===== src/rtl/comparator_seq_pkg.sv =====
// Shared types for comparator_seq: FSM state encoding and result codes
// consumed by the comparator and by anything that decodes its gt/lt/eq result.
package comparator_seq_pkg;

  typedef enum logic [0:0] {
    CMP_IDLE = 1'b0,
    CMP_RUN  = 1'b1
  } cmp_state_t;

  typedef logic [1:0] cmp_res_t;

  localparam cmp_res_t CMP_GT = 2'd1;
  localparam cmp_res_t CMP_LT = 2'd2;
  localparam cmp_res_t CMP_EQ = 2'd3;

endpackage


===== src/rtl/comparator_digit.sv =====
// Combinational K-bit unsigned digit compare.
// Zero latency, no flow control.
module comparator_digit #(
  parameter int K = 2
) (
  input  logic [K-1:0] da,
  input  logic [K-1:0] db,
  output logic         dgt,
  output logic         dlt,
  output logic         deq
);

  assign dgt = (da > db);
  assign dlt = (da < db);
  assign deq = (da == db);

endmodule


===== src/rtl/comparator_seq.sv =====
// Sequential MSB-first magnitude comparator, K bits per cycle with early exit; 1..N/K cycles.
// start is ignored while busy; COMPARATOR_SIGNED_EN adds the signed_mode port.
module comparator_seq
  import comparator_seq_pkg::*;
#(
  parameter int N = 8,
  parameter int K = 2
) (
  input  logic         clk,
  input  logic         rst_n,
  input  logic         start,
  input  logic [N-1:0] a,
  input  logic [N-1:0] b,
`ifdef COMPARATOR_SIGNED_EN
  input  logic         signed_mode,
`endif
  output logic         busy,
  output logic         done,
  output logic         gt,
  output logic         lt,
  output logic         eq
);

  localparam int D  = N / K;
  localparam int IW = (D > 1) ? $clog2(D) : 1;

  cmp_state_t      r_state;
  logic [N-1:0]    r_a;
  logic [N-1:0]    r_b;
  logic [IW-1:0]   r_idx;
  logic            r_busy;
  logic            r_done;
  logic            r_gt;
  logic            r_lt;
  logic            r_eq;

  logic [N-1:0]    w_flip;
  logic [K-1:0]    w_da;
  logic [K-1:0]    w_db;
  logic            w_dgt;
  logic            w_dlt;
  logic            w_deq;

  // Two's complement becomes offset binary by flipping the sign bit once at latch time.
`ifdef COMPARATOR_SIGNED_EN
  assign w_flip = {signed_mode, {(N-1){1'b0}}};
`else
  assign w_flip = '0;
`endif

  assign w_da = r_a[r_idx*K +: K];
  assign w_db = r_b[r_idx*K +: K];

  comparator_digit #(.K(K)) u_digit (
    .da  (w_da),
    .db  (w_db),
    .dgt (w_dgt),
    .dlt (w_dlt),
    .deq (w_deq)
  );

  always_ff @(posedge clk) begin
    if (!rst_n) begin
      r_state <= CMP_IDLE;
      r_a     <= '0;
      r_b     <= '0;
      r_idx   <= '0;
      r_busy  <= 1'b0;
      r_done  <= 1'b0;
      r_gt    <= 1'b0;
      r_lt    <= 1'b0;
      r_eq    <= 1'b0;
    end else begin
      r_done <= 1'b0;
      case (r_state)
        CMP_IDLE: begin
          if (start) begin
            r_a     <= a ^ w_flip;
            r_b     <= b ^ w_flip;
            r_idx   <= IW'(D - 1);
            r_busy  <= 1'b1;
            r_state <= CMP_RUN;
          end
        end
        CMP_RUN: begin
          if (!w_deq) begin
            r_gt    <= w_dgt;
            r_lt    <= w_dlt;
            r_eq    <= 1'b0;
            r_done  <= 1'b1;
            r_busy  <= 1'b0;
            r_state <= CMP_IDLE;
          end else if (r_idx == '0) begin
            r_gt    <= 1'b0;
            r_lt    <= 1'b0;
            r_eq    <= 1'b1;
            r_done  <= 1'b1;
            r_busy  <= 1'b0;
            r_state <= CMP_IDLE;
          end else begin
            r_idx <= r_idx - 1'b1;
          end
        end
        default: begin
          r_state <= CMP_IDLE;
          r_busy  <= 1'b0;
        end
      endcase
    end
  end

  assign busy = r_busy;
  assign done = r_done;
  assign gt   = r_gt;
  assign lt   = r_lt;
  assign eq   = r_eq;

endmodule

===== config.mk =====
export PLATFORM = sky130hd
export DESIGN_NAME = comparator_seq
export DESIGN_NICKNAME = d
export VERILOG_FILES = /design/src/rtl/comparator_seq_pkg.sv /design/src/rtl/comparator_digit.sv /design/src/rtl/comparator_seq.sv
export SDC_FILE = /design/constraint.sdc
export NUM_CORES = 1
export LEC_CHECK = 0
export ABC_CLOCK_PERIOD_IN_PS = 2620
export CORE_ASPECT_RATIO = 0.75
export CORE_MARGIN = 2
export CORE_UTILIZATION = 50
export CTS_BUF_LIST = sky130_fd_sc_hd__clkbuf_2 sky130_fd_sc_hd__clkbuf_4 sky130_fd_sc_hd__clkbuf_8
export CTS_CLUSTER_DIAMETER = 150
export DETAILED_ROUTE_END_ITERATION = 12
export PLACE_DENSITY = 0.8
export SETUP_SLACK_MARGIN = 0.2
export SYNTH_ARGS = -nofsm -noshare
export SYNTH_HDL_FRONTEND = slang
export SYNTH_SLANG_ARGS = --single-unit

===== constraint.sdc =====
create_clock -name clk -period 2.62 [get_ports clk]
set_clock_uncertainty 0.05 [all_clocks]
set_input_delay 0.524 -clock clk [delete_from_list [all_inputs] [get_ports clk]]
set_output_delay 0.524 -clock clk [all_outputs]
set_load 0.005 [all_outputs]

# After elaboration in Yosys (flattened, before gate mapping)
# Cells that the tools add are included.
# word_totals
reg_bits	24
elab_cells	45
mem_bits_rw	0
romBits	0
in_bits	19
out_inout_bits	5
mem_count	0
latch_bits	0
# classes
n_mux	18
order_cmp	2
addsub	1
n_eq_ne	6
multipliers	0
n_bitwise	1
reduce_logical	6
n_shift	2
div_mod_pow	0
# ops
cell	n
variable part select 8 x 4 -> 2 bit	2
2-to-1 mux 1 bit	12
AND reduction 2 bit	4
2-to-1 mux 2 bit	3
inequality test 2 x 1 -> 1 bit, second input constant	2
inequality test 2 bit, second input constant	2
one-hot mux 1 bit (2 select lines)	2
one-hot mux 2 bit (2 select lines)	1
inequality test 3 x 2 -> 1 bit, second input constant	1
AND reduction 3 bit	1
== test 2 bit	1
> comparator 2 bit	1
logical NOT 2 bit	1
less-than comparator 2 bit	1
subtractor 2 x 1 -> 2 bit, second input constant	1
NOT 1 bit	1

# Depth between registers and ports, before layout
# depth
word_depth	4
depth_mapped	7
mapped_depth_nobuf	6

# Modules after synthesis
# From an unflattened synthesis, not the netlist that was laid out.
# unflattened
cells_unflattened	121
hier_area_um2	1091.0
# modules_own_cells
module	cells_each	area_per_inst_um2	instances
comparator_seq	112	1028.5	1
comparator_digit	9	62.6	1

# Worst setup path before layout
# Ideal clock, no wire load.
# synth_path
path_kind	flip-flop to flip-flop
from	register r_idx[0]
to	register r_lt (netlist: lt)
path_slack_ps	551
arrival_time_ps	1946
synth_period_minus_slack_ps	2069
setup_time_ps	73
required_ps	2497
stages_incl_launch_ff	7
path_buffers	1
path_cell_list	dfxtp_1 -> buf_2 -> mux4_2 -> ha_1 -> a21bo_1 -> or3_1 -> o22ai_2
# synth_via
elab_chain_len	4
elab_cells_between_ends	8
# synth_lines
item	line	text
start, declared	comparator_seq.sv:30	logic [IW-1:0] r_idx;
start signal, assigned	comparator_seq.sv:80	r_idx <= IW'(D - 1);
start signal, assigned	comparator_seq.sv:101	r_idx <= r_idx - 1'b1;
variable part select 8 x 4 -> 2 bit (on tied branches)	comparator_seq.sv:51, comparator_seq.sv:52	
== test 2 bit	comparator_digit.sv:15	assign deq = (da == db);
inequality test 2 x 1 -> 1 bit (no source line)	-	
AND reduction 2 bit (no source line)	-	
end signal, assigned	comparator_seq.sv:88	r_lt <= w_dlt;
end, declared	comparator_seq.sv:34	logic r_lt;
# Parallel ways exist; a longest one is shown, timed or not.
# A chain may end at the register's enable or synchronous reset.

# Final worst setup path
# Ends and elaborated chain as after synthesis.

==> metrics.yaml <==
post-route-period-util_pct: 86.21
timing.rr.end: "lt$_SDFFE_PN0P_"
synth_nets: 138
track_usage_pct: 17.35
cp.arrival_ps: 2460
root_buffer: "clkbuf_4"
vias: 842
min_from: "r_b[6]$_SDFFE_PN0P_"
cp-end-kind: "flop"
finalSetupViolCount: 0
syn_inst: 116
drive_gt1_share_pct: 7.971
power_density_nw_per_um2: 639.5
ant_nets: 0
synthToLayoutAreaGrowth_pct: 28.92
tns_ps: 0
n_fill_cell: 176
place_congestion: 0.8082
dpl.hpwl_mm: 1.404
pin_count: 24
leakage_nw: 0.5018
ys_ff_latch: 24
synthTopCellsByArea: "dfxtp_1, nand2_1, mux4_2, a21oi_1, ha_1"
top_usage_layer: "met2"
globalRouteMet2Util_pct: 31.67
r2r_setup_slack_ps: 360
diodes: 0
grt_overflow_total: 0
grt_pass1_wl_mm: 3.180
first_pass_iters: 4
die-height_um: 42.97
fin_cells: 162
core_um2: 1962
drtIter0Drc: 22
p_clk_share_pct: 32.0
post-cts-setup-buffers: 0
worstSetupStartpointType: "flop"
cts_sinks: 24
combPwrFrac_pct: 18.4
cts_tree: "done"
relSlewSlack_pct: 58.98
vdd_ir_drop_max_uv: 565.6
drc: 0
fmax_mhz: 442.7
yosysSeqAreaShare_pct: 47.47
min_path_cells: 2
rr_startpoint: "r_idx[0]$_SDFFE_PN0P_"
ff_latch_area_um2: 480.5
crit_fanout: 7
die-area_um2: 2404
hp-class: "reg2reg"
path_class: "reg2reg"
status: "completed"
drv_cap: 0
rsz0062_at_grt: "false"
met3_usage_pct: 5.488
synth_area_per_cell_um2: 8.726
clk_latency_ps: 320
worst_slew_pin_slew_ps: 615.3
yosysTopAreaCellShare_pct: 47.47
grt_pass1_vias: 758
die_w_um: 55.96
routedWlPerCell_um: 12.02
multi_input_area_um2: 478.0
cts_buffer_depth: 2
fin_crit_ps: 2259
synth_area_um2: 1012
htreeDepth: 1
ctsHoldBuffers: 0
yosys_warnings: 0
power_switching_uw: 201.2
p_int_uw: 633.3
dp.cells: 158
grt_use_met1_pct: 19.92
cts_made_buffers: 3
routed_wl_mm: 1.948
vias_per_cell: 5.198
slew_viol_final: 0
pwr-share-seq_pct: 49.6
finalHoldViolCount: 0
whs_endpoint: "r_b[6]$_SDFFE_PN0P_"
switching_share_pct: 24.11
rr_worst_depth: 5
numPortBuffers: 23
ys_types: 22
rows: 14
cts-resized-gates: 0
grt_max_degree: 20
cts.reportedPaths.clkPinSlew_ps: 130
fin_nets: 161
required_ps: 2820
synth_top_area_cell: "dfxtp_1"
antenna_found_initial: 0
start_util_pct: 51.59
[worst max-delay path: stages (launching register included)]
cell and delay (ps):
dfxtp_1 550, mux4_2 560, ha_1 350, a21bo_1 230
or3_1 320, o22ai_2 140
[power groups by stage]
stage / Combinational, mW / Sequential [mW] / Clock, mW
2_1_floorplan: 0.100 / 0.414 / 0
3_3_place_gp: 0.146 / 0.421 / 0
3_5_place_dp: 0.152 / 0.423 / 0
4_1_cts: 0.155 / 0.414 / 0.271
5_1_grt: 0.171 / 0.419 / 0.284
6_report: 0.153 / 0.414 / 0.267
[routing by layer]
layer | vias up | share of wire (%)
li1 | 431 | -
met2 | 20 | 48
met1 | 386 | 46
met3 | 5 | 4.6
met5 | - | 0
met4 | 0 | 0.92
[through the flow]
stage / hold slack (ps) / setup WS (ps) / util [%] / instance area, um2 / total power [mW]
final: 416.4 / 361.2 / 66.52 / 1305 / 0.8345
after global routing: 438.4 / 235.7 / 66.52 / 1305 / 0.8738
after CTS: 416.4 / 349.9 / 66.52 / 1305 / 0.8396
after detailed placement: 399.9 / 401.9 / 63.84 / 1252 / 0.5749
after global placement: 394.5 / 473.3 / 63.84 / 1252 / 0.5677
after floorplan: 383.1 / 551.0 / - / 1012 / 0.5141
[layout by cell type (no fill, tap or decap), drive strengths merged]
cell	count
nand2	37
dfxtp	24
clkdlybuf4s50	23
a21oi	17
inv	5
mux4	4
nor2	4
ha	3
clkbuf	3
nor2b	2
nor3	2
a211oi	2
buf	2
o22ai	2
nand2b	1
and4b	1
o21a	1
and2	1
a21bo	1
o32ai	1
or3	1
bufinv	1
[worst max path at each step]
stage	from	endpoint	slack, ps	cells past startpoint
finish	r_idx[0]$_SDFFE_PN0P_	lt$_SDFFE_PN0P_	360	5
global route	r_idx[0]$_SDFFE_PN0P_	lt$_SDFFE_PN0P_	240	5
CTS	r_idx[0]$_SDFFE_PN0P_	lt$_SDFFE_PN0P_	350	5
detailed placement	r_idx[0]$_SDFFE_PN0P_	lt$_SDFFE_PN0P_	400	5
global placement	r_idx[0]$_SDFFE_PN0P_	lt$_SDFFE_PN0P_	470	5
floorplan	r_idx[0]$_SDFFE_PN0P_	lt$_SDFFE_PN0P_	550	6
[synthesized netlist by cell type (all sizes together)]
| library cell | number |
|---|---|
| a211oi | 2 |
| a21bo | 1 |
| a21oi | 17 |
| and2 | 1 |
| and4b | 1 |
| buf | 5 |
| clkbuf | 2 |
| dfxtp | 24 |
| ha | 3 |
| inv | 5 |
| mux4 | 4 |
| nand2 | 37 |
| nand2b | 1 |
| nor2 | 4 |
| nor2b | 2 |
| nor3 | 2 |
| o21a | 1 |
| o22ai | 2 |
| o32ai | 1 |
| or3 | 1 |
[state kept, by name (all words and copies together) (netlist names)]
register	flops
busy	1
done	1
eq	1
gt	1
lt	1
r_a	8
r_b	8
r_idx	2
r_state	1
[final cells by class]
| type | count | share of cell area [%] |
|---|---|---|
| multi-input combinational | 80 | 36.63 |
| clock inverter | 1 | 2.301 |
| timing repair buffer | 25 | 18.79 |
| sequential | 24 | 36.82 |
| inverter | 5 | 1.438 |
| tap | 24 | 2.301 |
| clock buffer | 3 | 1.726 |
[cells by family after synthesis]
| kind of cell | synth area share, % |
|---|---|
| AOI/OAI and AO/OA | 14.34 |
| DFF | 47.47 |
| buffers and inverters | 5.316 |
| adders and majority gates | 3.709 |
| muxes | 8.900 |
| and+or+nand+nor | 20.27 |
Note: power is estimated with default switching activity, not from simulation.
==> edit, RTL diff (same settings) <==
Reset style: asynchronous (`rst_n`), changed in one clocked block.
--- a/src/rtl/comparator_seq.sv
+++ b/src/rtl/comparator_seq.sv
@@ -61,3 +61,3 @@
 
-  always_ff @(posedge clk) begin
+  always_ff @(posedge clk or negedge rst_n) begin
     if (!rst_n) begin
Behaviour: differs if rst_n is asserted again (counterexample within 4 cycles, from zero or initial values and one cycle with rst_n low); with rst_n held inactive, the same outputs for 10 cycles.
==> edit against the unedited design <==
  * Fmax increased by 3.2%
  * Cell area up 5.6%
  * Setup slack better by 0.070 ns
  * Critical path depth did not move
  * Synthesized area rose by 8.2%
  * Sequential cell count stayed put
  * Routed wire length down 3.0%
  * Core utilization up 1.3 points
  * Via count is 22% lower
  * Largest cell class unchanged
Power is not compared: it rests on default switching activity, and its combinational part moved more than twofold at a synthesized area within 25%.
==> edit: results (changes against the unedited design) <==
===============================================================================
Ranking of synthesized cells by area ............................. sky130_fd_sc_hd__dfrtp_1, sky130_fd_sc_hd__mux2_4, sky130_fd_sc_hd__mux2_2   was sky130_fd_sc_hd__dfxtp_1, sky130_fd_sc_hd__nand2_1, sky130_fd_sc_hd__mux4_2
Worst-case setup slack after placement ...........................     0.454 ns   was 0.402 ns
Detailed-route wire length per cell ..............................      15.5 um   was 12.0 um
Met1 Routed Length ...............................................       878 um   was 900 um
Fill cell total of the finished layout ...........................          154   was 176
Status ...........................................................    completed   unchanged
Wire length of the first global-routing pass .....................      3090 um   was 3180 um
Met3 track utilization from global routing .......................        6.14%   was 5.49%
Number of DRC markers after the initial detailed-route iteration .           15   was 22
Post-synthesis async set-or-reset flop share .....................         100%   was 0%
Total via count after detailed routing ...........................          657   was 842
Final routed wirelength across all metal layers ..................      1890 um   was 1950 um
Instance area after placement ....................................     1340 um2   was 1250 um2
Worst hold slack .................................................     0.447 ns   was 0.416 ns
Slew @ Worst Pin .................................................     0.390 ns   was 0.615 ns
Count of cell types in the netlist ...............................           20   was 22
Placer Congestion ................................................        0.706   was 0.808
Most common library cells after synthesis ........................ sky130_fd_sc_hd__dfrtp_1, sky130_fd_sc_hd__mux2_2, sky130_fd_sc_hd__mux2_4, sky130_fd_sc_hd__inv_1   was sky130_fd_sc_hd__nand2_1, sky130_fd_sc_hd__dfxtp_1, sky130_fd_sc_hd__a21oi_1, sky130_fd_sc_hd__inv_1
Nets in the synthesized netlist ..................................           93   was 138
Global-route usage over all layers ...............................        16.6%   was 17.3%
Total met3 wirelength after detailed routing .....................       133 um   was 90 um
Largest net degree at the start of global routing ................           25   was 20
Vias in the first global route ...................................          664   was 758
Mean area per synthesized cell ...................................     15.4 um2   was 8.73 um2
Destination of the critical timing path .......................... r_idx[1]$_DFFE_PN0P_   was lt$_SDFFE_PN0P_
Met2 wire len ....................................................       878 um   was 938 um
Startpoint of the worst hold path ................................ busy$_DFFE_PN0P_   was r_b[6]$_SDFFE_PN0P_
Share of cells above drive strength 1 ............................        28.6%   was 7.97%
Top routing layer in use .........................................         met3   was met4
Post-synthesis sequential area ratio .............................        54.9%   was 47.5%
Arrival time of the worst setup path .............................      2.36 ns   was 2.46 ns
Hold Path Stages .................................................            1   was 2
Final layout net count ...........................................          121   was 161
Met1 global-route usage ..........................................        22.6%   was 19.9%
Cell at the slowest stage of the critical path ................... sky130_fd_sc_hd__dfrtp_1   was sky130_fd_sc_hd__mux4_2
Highest Clock Rate ...............................................    0.457 GHz   was 0.443 GHz
Non-Filler Cell Area, Final ......................................     1380 um2   was 1310 um2
Commonest register cell after synthesis .......................... sky130_fd_sc_hd__dfrtp_1   was sky130_fd_sc_hd__dfxtp_1
===============================================================================
[edit: cell count changes after synthesis, moves of 2 or more]
cell | unedited run | this run
sky130_fd_sc_hd__dfxtp_1 | 24 | 0
sky130_fd_sc_hd__a211oi_1 | 2 | 0
sky130_fd_sc_hd__dfrtp_1 | 0 | 24
sky130_fd_sc_hd__a21oi_1 | 17 | 4
sky130_fd_sc_hd__clkbuf_1 | 2 | 0
sky130_fd_sc_hd__nor2_1 | 4 | 0
sky130_fd_sc_hd__mux2_4 | 0 | 8
sky130_fd_sc_hd__nor2b_1 | 2 | 0
sky130_fd_sc_hd__nand2_1 | 37 | 2
sky130_fd_sc_hd__mux2_2 | 0 | 8
sky130_fd_sc_hd__buf_2 | 4 | 1
[edit: logic make-up (layout without fill, tap and decap cells)]
family | after synthesis | count (layout) | share of synthesized area [%]
muxes | 20 | 20 | 27.4
buffers and inverters | 9 | 36 | 5.37
DFF | 24 | 24 | 54.9
AOI/OAI and AO/OA | 9 | 9 | 5.49
and+or+nand+nor | 6 | 6 | 3.43
adders and majority gates | 3 | 3 | 3.43
[edit: final cells by class]
class / instances / area share [%]
Clock buffer: 4 / 2.63
Timing Repair Buffer: 26 / 18.3
Sequential cell: 24 / 43.6
Tap cell: 24 / 2.18
Inverter: 6 / 1.63
Multi-Input combinational cell: 38 / 31.6
[edit: power by group through the flow]
stage | registers (mW) | clock network [mW] | logic, mW
finish | 0.665 | 0.193 | 0.695
global route | 0.691 | 0.222 | 0.756
CTS | 0.666 | 0.197 | 0.702
detailed placement | 0.674 | 0 | 0.695
global placement | 0.666 | 0 | 0.661
floorplan | 0.624 | 0 | 0.543
